--- config.mk ---
export PLATFORM = sky130hd
export DESIGN_NAME = ifetch_flat
export DESIGN_NICKNAME = d
export VERILOG_FILES = /design/src/rtl/ifetch_pkg.sv /design/src/rtl/ifetch_if.sv /design/src/rtl/ifetch_fetch_fifo.sv /design/src/rtl/ifetch.sv /design/src/flat_wrapper.sv
export SDC_FILE = /design/constraint.sdc
export NUM_CORES = 1
export LEC_CHECK = 0
export CORE_ASPECT_RATIO = 0.9
export CORE_UTILIZATION = 55
export DETAILED_ROUTE_END_ITERATION = 6
export HOLD_SLACK_MARGIN = 0.05
export PLACE_DENSITY_LB_ADDON = 0.05
export SLEW_MARGIN = 20
export SYNTH_ARGS = -nofsm -noshare
export SYNTH_HDL_FRONTEND = slang
export SYNTH_HIERARCHICAL = 1
export SYNTH_SLANG_ARGS = --single-unit
--- constraint.sdc ---
create_clock -name clk -period 5.9 [get_ports clk]
set_input_delay 1.18 -clock clk [delete_from_list [all_inputs] [get_ports clk]]
set_output_delay 1.18 -clock clk [all_outputs]
set_load 0.1 [all_outputs]
--- src/rtl/ifetch_pkg.sv ---
// Shared types and constants for the ifetch instruction-fetch stage.
package ifetch_pkg;

    typedef enum logic [1:0] {
        ST_RESET  = 2'd0,
        ST_FETCH  = 2'd1,
        ST_BUBBLE = 2'd2
    } state_e;

    localparam int OP_MSB = 15;
    localparam int OP_LSB = 13;
    localparam int OP_W   = OP_MSB - OP_LSB + 1;

    localparam logic [15:0] DEF_RESET_PC = 16'h0000;

    // Opcode field of a 16-bit instruction word, as consumed by maindec.
    function automatic logic [OP_W-1:0] op_of(input logic [15:0] word);
        return word[OP_MSB:OP_LSB];
    endfunction

endpackage

--- src/rtl/ifetch_if.sv ---
// Bundle of the fetch stage's memory, redirect and decode-side handshake signals.
interface ifetch_if
    import ifetch_pkg::*;
#(
    parameter int AW = 16,
    parameter int DW = 16
) ();

    logic            imem_en;
    logic [AW-1:0]   imem_addr;
    logic [DW-1:0]   imem_rdata;
    logic            redirect_valid;
    logic [AW-1:0]   redirect_pc;
    logic            out_valid;
    logic            out_ready;
    logic [DW-1:0]   instr;
    logic [OP_W-1:0] op;
    logic [AW-1:0]   pc;
    logic [AW-1:0]   pc_plus1;

    modport master (
        output imem_en, imem_addr,
        input  imem_rdata,
        input  redirect_valid, redirect_pc,
        output out_valid,
        input  out_ready,
        output instr, op, pc, pc_plus1
    );

    modport slave (
        input  imem_en, imem_addr,
        output imem_rdata,
        output redirect_valid, redirect_pc,
        input  out_valid,
        output out_ready,
        input  instr, op, pc, pc_plus1
    );

endinterface

--- src/rtl/ifetch_fetch_fifo.sv ---
// Two-entry shift queue; the head is always entry 0 so the outputs come straight from flops.
module fetch_fifo #(
    parameter int W = 32
) (
    input  logic         clk,
    input  logic         reset,
    input  logic         push_i,
    input  logic         pop_i,
    input  logic         flush_i,
    input  logic [W-1:0] din_i,
    output logic [W-1:0] dout_o,
    output logic [1:0]   count_o,
    output logic         full_o,
    output logic         empty_o
);

    logic [W-1:0] e0_q, e0_d, e1_q, e1_d;
    logic [1:0]   cnt_q, cnt_d;
    logic         pop_ok_s, push_ok_s;

    assign empty_o   = (cnt_q == 2'd0);
    assign full_o    = (cnt_q == 2'd2);
    assign count_o   = cnt_q;
    assign dout_o    = e0_q;
    assign pop_ok_s  = pop_i && !empty_o;
    assign push_ok_s = push_i && (!full_o || pop_ok_s);

    // Next-state of the queue; flush overrides any same-cycle push or pop.
    always_comb begin
        e0_d  = e0_q;
        e1_d  = e1_q;
        cnt_d = cnt_q;
        if (flush_i) begin
            cnt_d = 2'd0;
        end else begin
            case ({push_ok_s, pop_ok_s})
                2'b11: begin
                    if (cnt_q == 2'd2) begin
                        e0_d = e1_q;
                        e1_d = din_i;
                    end else begin
                        e0_d = din_i;
                    end
                end
                2'b10: begin
                    if (cnt_q == 2'd0) begin
                        e0_d = din_i;
                    end else begin
                        e1_d = din_i;
                    end
                    cnt_d = cnt_q + 2'd1;
                end
                2'b01: begin
                    e0_d  = e1_q;
                    cnt_d = cnt_q - 2'd1;
                end
                default: begin
                    cnt_d = cnt_q;
                end
            endcase
        end
    end

    // Queue storage and occupancy.
    always_ff @(posedge clk) begin
        if (reset) begin
            e0_q  <= '0;
            e1_q  <= '0;
            cnt_q <= 2'd0;
        end else begin
            e0_q  <= e0_d;
            e1_q  <= e1_d;
            cnt_q <= cnt_d;
        end
    end

endmodule

--- src/rtl/ifetch.sv ---
// Instruction fetch stage: PC, 1-cycle imem request tracking, 2-entry output queue.
// Optional performance counters are enabled by defining IFETCH_PERF_EN.
module ifetch
    import ifetch_pkg::*;
#(
    parameter int            AW       = 16,
    parameter int            DW       = 16,
    parameter logic [AW-1:0] RESET_PC = AW'(DEF_RESET_PC)
) (
    input  logic        clk,
    input  logic        reset,
`ifdef IFETCH_PERF_EN
    output logic [15:0] perf_fetched,
    output logic [15:0] perf_stall,
`endif
    ifetch_if.master    bus
);

    localparam int QW = AW + DW;

    state_e        state_q, state_d;
    logic [AW-1:0] pc_q, pc_d;
    logic [AW-1:0] iaddr_q, iaddr_d;
    logic          inflight_q, inflight_d;
    logic          issue_s, credit_ok_s, pop_s, push_s;
    logic          full_s, empty_s;
    logic [1:0]    count_s;
    logic [QW-1:0] head_s;

    assign pop_s  = !empty_s && bus.out_ready;
    // A redirect kills the response landing this cycle.
    assign push_s = inflight_q && !bus.redirect_valid;

    // State register.
    always_ff @(posedge clk) begin
        if (reset) begin
            state_q <= ST_RESET;
        end else begin
            state_q <= state_d;
        end
    end

    // Next-state logic.
    always_comb begin
        state_d = state_q;
        case (state_q)
            ST_RESET:  state_d = ST_FETCH;
            ST_FETCH:  begin
                if (bus.redirect_valid) begin
                    state_d = ST_BUBBLE;
                end else begin
                    state_d = ST_FETCH;
                end
            end
            ST_BUBBLE: begin
                if (bus.redirect_valid) begin
                    state_d = ST_BUBBLE;
                end else begin
                    state_d = ST_FETCH;
                end
            end
            default:   state_d = ST_RESET;
        endcase
    end

    // Request issue: queued + outstanding - popped must stay below two.
    always_comb begin
        issue_s = 1'b0;
        if (inflight_q) begin
            credit_ok_s = (count_s == 2'd0) || ((count_s == 2'd1) && pop_s);
        end else begin
            credit_ok_s = !full_s || pop_s;
        end
        if (!reset && !bus.redirect_valid &&
            ((state_q == ST_FETCH) || (state_q == ST_RESET))) begin
            issue_s = credit_ok_s;
        end else begin
            issue_s = 1'b0;
        end
    end

    assign bus.imem_en   = issue_s;
    assign bus.imem_addr = pc_q;

    // PC and in-flight request tracking.
    always_comb begin
        inflight_d = issue_s;
        if (bus.redirect_valid) begin
            pc_d = bus.redirect_pc;
        end else if (issue_s) begin
            pc_d = pc_q + AW'(1);
        end else begin
            pc_d = pc_q;
        end
        if (issue_s) begin
            iaddr_d = pc_q;
        end else begin
            iaddr_d = iaddr_q;
        end
    end

    // PC and in-flight registers.
    always_ff @(posedge clk) begin
        if (reset) begin
            pc_q       <= RESET_PC;
            iaddr_q    <= '0;
            inflight_q <= 1'b0;
        end else begin
            pc_q       <= pc_d;
            iaddr_q    <= iaddr_d;
            inflight_q <= inflight_d;
        end
    end

    fetch_fifo #(
        .W (QW)
    ) u_fifo (
        .clk     (clk),
        .reset   (reset),
        .push_i  (push_s),
        .pop_i   (pop_s),
        .flush_i (bus.redirect_valid),
        .din_i   ({iaddr_q, bus.imem_rdata}),
        .dout_o  (head_s),
        .count_o (count_s),
        .full_o  (full_s),
        .empty_o (empty_s)
    );

    assign bus.out_valid = !empty_s;
    assign bus.instr     = head_s[DW-1:0];
    assign bus.op        = op_of(head_s[15:0]);
    assign bus.pc        = head_s[QW-1:DW];
    assign bus.pc_plus1  = head_s[QW-1:DW] + AW'(1);

`ifdef IFETCH_PERF_EN
    logic [15:0] fetched_q, stall_q;

    // Free-running event counters; only reset clears them.
    always_ff @(posedge clk) begin
        if (reset) begin
            fetched_q <= 16'd0;
            stall_q   <= 16'd0;
        end else begin
            if (pop_s) begin
                fetched_q <= fetched_q + 16'd1;
            end else begin
                fetched_q <= fetched_q;
            end
            if (!empty_s && !bus.out_ready) begin
                stall_q <= stall_q + 16'd1;
            end else begin
                stall_q <= stall_q;
            end
        end
    end

    assign perf_fetched = fetched_q;
    assign perf_stall   = stall_q;
`endif

endmodule

--- src/flat_wrapper.sv ---
// flat-port wrapper written by rule: the top's interface ports become plain ports
module ifetch_flat import ifetch_pkg::*;
#(
    parameter int            AW       = 16,
    parameter int            DW       = 16,
    parameter logic [AW-1:0] RESET_PC = AW'(DEF_RESET_PC)
)
  (clk, reset, bus_imem_en, bus_imem_addr, bus_imem_rdata, bus_redirect_valid, bus_redirect_pc, bus_out_valid, bus_out_ready, bus_instr, bus_op, bus_pc, bus_pc_plus1);
  ifetch_if #(.AW(AW), .DW(DW)) bus_i ();
  input  logic clk;
  input  logic reset;
  output wire logic [$bits(bus_i.imem_en)-1:0] bus_imem_en;
  output wire logic [$bits(bus_i.imem_addr)-1:0] bus_imem_addr;
  input wire logic [$bits(bus_i.imem_rdata)-1:0] bus_imem_rdata;
  input wire logic [$bits(bus_i.redirect_valid)-1:0] bus_redirect_valid;
  input wire logic [$bits(bus_i.redirect_pc)-1:0] bus_redirect_pc;
  output wire logic [$bits(bus_i.out_valid)-1:0] bus_out_valid;
  input wire logic [$bits(bus_i.out_ready)-1:0] bus_out_ready;
  output wire logic [$bits(bus_i.instr)-1:0] bus_instr;
  output wire logic [$bits(bus_i.op)-1:0] bus_op;
  output wire logic [$bits(bus_i.pc)-1:0] bus_pc;
  output wire logic [$bits(bus_i.pc_plus1)-1:0] bus_pc_plus1;
  assign bus_imem_en = bus_i.imem_en;
  assign bus_imem_addr = bus_i.imem_addr;
  assign bus_i.imem_rdata = bus_imem_rdata;
  assign bus_i.redirect_valid = bus_redirect_valid;
  assign bus_i.redirect_pc = bus_redirect_pc;
  assign bus_out_valid = bus_i.out_valid;
  assign bus_i.out_ready = bus_out_ready;
  assign bus_instr = bus_i.instr;
  assign bus_op = bus_i.op;
  assign bus_pc = bus_i.pc;
  assign bus_pc_plus1 = bus_i.pc_plus1;
  ifetch #(.AW(AW), .DW(DW), .RESET_PC(RESET_PC)) u_core (.clk(clk), .reset(reset), .bus(bus_i));
endmodule
======== Word level (Yosys, flattened, before mapping) ========
Cells that the tools add are included.
storage, ports and cells
  register bits after elaboration ......... 101
  input bits .............................. 36
  output and inout bits ................... 69
  logic and storage cells ................. 60
cells by class
  $add $sub $neg .......................... 4
  equal/unequal tests ..................... 10
  muxes and demuxes ....................... 13
  bitwise operators ....................... 1
  reductions and logical operators ........ 25
operator list
  kind                                               count
  two-way mux 32 bit                                 4
  one-hot mux 32 bit (3 select lines)                1
  one-hot mux 32 bit (2 select lines)                1
  adder 16 x 1 -> 16 bit (second input constant)     2
  two-way mux 16 bit                                 2
  == test 2 bit (second input constant)              4
  one-hot mux 2 bit (2 select lines)                 2
  logical AND 1 bit                                  7
  == test 2 x 1 -> 1 bit (second input constant)     3
  nonzero test 2 bit                                 3
  zero test 1 bit                                    4
  zero test 2 bit                                    2
  logical OR 1 bit                                   4
  != test 2 x 1 -> 1 bit (second input constant)     2
  AND reduction 4 bit                                1
  OR reduction 2 bit                                 2
  AND reduction 3 bit                                1
  nonzero test 3 bit                                 1
  adder 2 x 1 -> 2 bit (second input constant)       1
  two-way mux 1 bit                                  2
  two-way mux 2 bit                                  1
  != test 2 bit (second input constant)              1
  subtractor 2 x 1 -> 2 bit (second input constant)  1
  NOT 1 bit                                          1

======== Longest topological paths before layout ========
  word-level depth ........................ 9
  depth in mapped cells ................... 9
  gate-level depth less buffers ........... 8

======== Cells and area by module ========
Netlist, hierarchy kept.
modules (own cells, without submodules)
  module      times used  cells an instance  area each (sq um)  sequential area each (sq um)
  fetch_fifo  1           276                2959.1             1321.3
  ifetch      1           240                1870.5             700.7

======== Worst setup path after synthesis ========
Ideal clock, no wire load.
  path kind ............................... reg2out
  from .................................... register u_core.u_fifo.e0_q[19] (netlist: u_core/u_fifo/dout_o[19])
  to ...................................... output bus_pc_plus1[13]
  arrival time ............................ 3446 ps
  data required time ...................... 4720 ps
  setup slack ............................. 1274 ps
  cell stages (with the launch flop) ...... 6
  path buffers ............................ 0
  cells stage by stage .................... dfxtp_1 > and3_1 > nand4_1 > nor2_1 > nand3_1 > xnor2_1
between the ends
  word-level cells in the longest chain between the ends .. 1
ends and longest elaborated chain
  element                 line                     source
  from (decl)             ifetch_fetch_fifo.sv:17  logic [W-1:0] e0_q, e0_d, e1_q, e1_d;
  from (signal assigned)  ifetch_fetch_fifo.sv:67  e0_q <= '0;
  from (signal assigned)  ifetch_fetch_fifo.sv:71  e0_q <= e0_d;
  adder 16 x 1 -> 16 bit  ifetch.sv:134            assign bus.pc_plus1 = head_s[QW-1:DW] + AW'(1);
  to (decl)               flat_wrapper.sv:22       output wire logic [$bits(bus_i.pc_plus1)-1:0] bus_pc_plus1;
Every way passes these cells.

======== Final worst setup path ========
  from .................................... input bus_out_ready
  to ...................................... output bus_imem_en
between the ends
  word-level cells in the longest chain between the ends .. 5
  elaborated cells between the ends (all ways) .. 6
  those cells by class .................... mux: 2; reduce/logical: 4
ends and longest elaborated chain
  element                line                source
  from (decl)            flat_wrapper.sv:18  input wire logic [$bits(bus_i.out_ready)-1:0] bus_out_ready;
  logical AND 1 bit (*)  ifetch.sv:30        assign pop_s = !empty_s && bus.out_ready;
  net u_core.pop_s       ifetch.sv:25        logic issue_s, credit_ok_s, pop_s, push_s;
  logical AND 1 bit      ifetch.sv:70        credit_ok_s = (count_s == 2'd0) || ((count_s == 2'd1) && pop_s);
  logical OR 1 bit       ifetch.sv:70
  two-way mux 1 bit (*)  ifetch.sv:69        if (inflight_q) begin
  two-way mux 1 bit (*)  ifetch.sv:74        if (!reset && !bus.redirect_valid &&
  to (decl)              flat_wrapper.sv:12  output wire logic [$bits(bus_i.imem_en)-1:0] bus_imem_en;
Mark *: on every way through the listed nets, which the timed path passes. The rest lies on a longest branch.

==> summary.txt <==
Run status
  • Status: finished, final reports clean

CTS
  • Worst skew pair latency: 0.35 ns
  • Register clock-pin slew on the reported worst setup and hold paths: 0.09 ns
  • Total setup buffers inserted after CTS: 0
  • CTS tree: done
  • Number of hold buffers added after CTS: 0
  • TritonCTS sink count: 101
  • # resized after CTS: 0
  • H-tree levels: 3
  • Clk buf depth: 2
  • CTS Buf Count: 9
  • Root buffer cell: clkbuf_8

Cells and area
  • Fill cells: 690
  • Post-layout util: 0.7073
  • Layout overhead on the synthesized area: 24.90%
  • Layout cells sized above 1: 0.1058
  • Antenna Cells: 0
  • Post-route cell area: 6032 um^2
  • Nets@finish: 641

Pwr
  • Peak supply drop: 151.6 uV
  • Pwr/cell area: 239.3 nW/um^2
  • Leak pwr: 0.001942 uW

Logic synthesis
  • Cells after Synth: 516
  • Seq cells post-synth: 101
  • Syn. warnings: 6
  • Ys async rst share: 0
  • Number of synthesized flops with an enable pin: 0
  • Number of distinct library cells after synthesis: 50
  • Register area share after synthesis: 0.4187
  • Syn_nets: 557
  • Post-Syn Area: 4830 um^2
  • Syn_area_per_cell: 9.360 um^2
  • Synth Flop Type: dfxtp_1

Worst setup path
  • Worst reg2reg path depth: 7
  • CP Launch Type: input pin
  • Setup CP Type: in2out
  • CP endpoint: bus_imem_en
  • Reg2reg setup slack: 2.78 ns
  • Worst setup path startpoint: bus_out_ready
  • Critical Path AT: 3.43 ns
  • CP Capture Type: output port
  • Max Fanout on Critical Path: 28
  • Worst Path Required: 4.72 ns
  • RR Startpoint: u_core/u_fifo/count_o[1]
  • Reg2Reg Capture Point: u_core/u_fifo/dout_o[28]

STA
  • Final min period: 4.605 ns
  • Setup-failing EPs final: 0
  • Post-Route Skew: 0.01133 ns
  • RSZ-0062 raised after global routing: no
  • Slew headroom: 0.3176
  • Slew Viols, Final: 0
  • Final period utilization: 0.7806
  • Final Hold Viols: 0
  • Setup TNS: 0 ns
  • Slew @ Worst Pin: 1.021 ns
  • Fmax: 0.2171 GHz

Detailed routing
  • Avg WL per Cell: 14.37 um
  • Vias: 3927
  • Initial DRC count: 239
  • DRC viols: 0
  • Detailed-router iteration count before antenna repair: 5
  • Post-Route WL: 10.40 mm
  • Post-route ant nets: 0
  • Via/cell ratio: 5.424

Placed design
  • Post-DP Area: 5841 um^2
  • Port bufs: 104
  • DP HPWL: 7.056 mm
  • Placer Congestion: 0.8514

Hold path
  • Worst Hold Class: reg2reg

Global routing
  • GRT Total Usage: 0.2328
  • Vias in the first global route: 3601
  • Largest net degree at the start of global routing: 78
  • Antenna violations before repair: 0
  • Global-route wire length before repair: 17.17 mm
  • GR Overflow Total: 0

Floorplanning
  • Die Y: 90.90 um
  • Core region area: 8528 um^2
  • Core Rows: 32
  • Die Area: 9160 um^2
  • Die width: 100.8 um
  • Initial Util: 0.5663
  • # IOs: 105

Flow run
  • Max Cap Viol: 0
-- critical path, stage by stage --
cell	delay, ns
clkdlybuf4s50_1	0.45
nor2b_1	0.54
o2111ai_4	0.45
clkinv_2	0.43
buf_4	0.36
-- state kept, by name, indices dropped and copies added, names as in the netlist --
name and count:
u_core/u_fifo/dout_o 32, u_core/u_fifo/e1_q 32, u_core/bus.imem_addr 16, u_core/iaddr_q 16, u_core/state_q 2, u_core/u_fifo/count_o 2
u_core/inflight_q 1
-- layout by cell type, fill, tap and decap left out, types with 10 or more instances in the layout --
cell type	synthesis	routed
clkdlybuf4s50_1	0	102
clkbuf_8	0	10
nor2_1	80	80
nand3_1	10	10
inv_1	14	14
xnor2_1	10	10
dfxtp_1	101	101
mux2i_1	67	67
a21oi_1	28	28
nand2_1	53	53
a211oi_2	29	29
-- report_power, final --
part	leakage [uW]	internal (uW)	switching, uW
combinational	0.00103	84.5	218
sequential	0.000820	701	24.4
clock	0.0000954	173	242
total	0.00194	958	485
-- logic make-up (layout without fill, tap and decap cells) --
group	count (synthesis)	in the layout	share of synthesized area
multiplexers	69	69	0.1435
XOR/XNOR	18	18	0.03264
flip-flops	101	101	0.4187
AO/OA/AOI/OAI	90	90	0.1632
adder cells (fa/ha/maj)	5	5	0.01295
AND/OR/NAND/NOR	182	182	0.1692
buffers and inverters	51	140	0.05984
-- cell usage after synthesis (3+ instances only) --
library cell,number,area share
ha_1,5,0.013
buf_2,5,0.0052
a211oi_1,5,0.0078
o311ai_0,3,0.0054
buf_6,4,0.0093
a32oi_1,3,0.0054
xor2_1,8,0.015
nand4_1,7,0.0091
a21oi_1,28,0.029
a211oi_2,29,0.075
or4_1,3,0.0047
buf_8,3,0.0093
nor2_1,80,0.062
or3_1,3,0.0039
a31oi_1,5,0.0065
buf_4,7,0.011
nand3_1,10,0.010
mux2i_1,67,0.14
nand2_1,53,0.041
nor3_1,3,0.0031
o21ai_0,4,0.0041
o211ai_1,4,0.0062
xnor2_1,10,0.018
dfxtp_1,101,0.42
clkbuf_1,16,0.012
and3_1,6,0.0078
inv_1,14,0.011
nor2b_1,3,0.0039
-- final cells by class --
type | instances | area (um^2) | area share
Tap cell | 119 | 148.9 | 0.02468
Multi-Input combinational cell | 364 | 2526 | 0.4188
Clock inverter | 6 | 53.80 | 0.008919
Clock buffer | 10 | 137.6 | 0.02282
Sequential cell | 101 | 2022 | 0.3352
Timing Repair Buffer | 109 | 1086 | 0.1800
Inverter | 15 | 57.56 | 0.009542
-- worst min path at each step --
stage / from / end / slack (ns) / depth (start not counted)
after floorplan: u_core/iaddr_q[0] / u_core/iaddr_q[0] / 0.45 / 2
after global placement: u_core/iaddr_q[1] / u_core/iaddr_q[1] / 0.46 / 2
after detailed placement: u_core/iaddr_q[4] / u_core/iaddr_q[4] / 0.47 / 2
after CTS: u_core/iaddr_q[1] / u_core/iaddr_q[1] / 0.48 / 2
after global routing: u_core/iaddr_q[14] / u_core/iaddr_q[14] / 0.51 / 2
final: u_core/iaddr_q[6] / u_core/iaddr_q[6] / 0.48 / 2
-- metrics by stage --
step                setup WS, ns  hold slack [ns]  std cells  total power (uW)
detailed placement         1.331           0.4671        708              1043
global placement           1.407           0.4607        708              1039
CTS                        1.332           0.4808        724              1452
floorplan                  1.274           0.4483        516             963.4
finish                     1.295           0.4802        724              1443
global route               1.127           0.5062        724              1497
-- per-layer routing --
layer / share of wire / global-route usage / up-vias
li1: - / - / 1966
met1: 0.48 / 0.3254 / 1828
met2: 0.46 / 0.3704 / 126
met4: 0.0073 / 0.05314 / 0
met3: 0.049 / 0.04489 / 7
met5: 0 / 0 / -
Power figures use the tool's default switching activity.
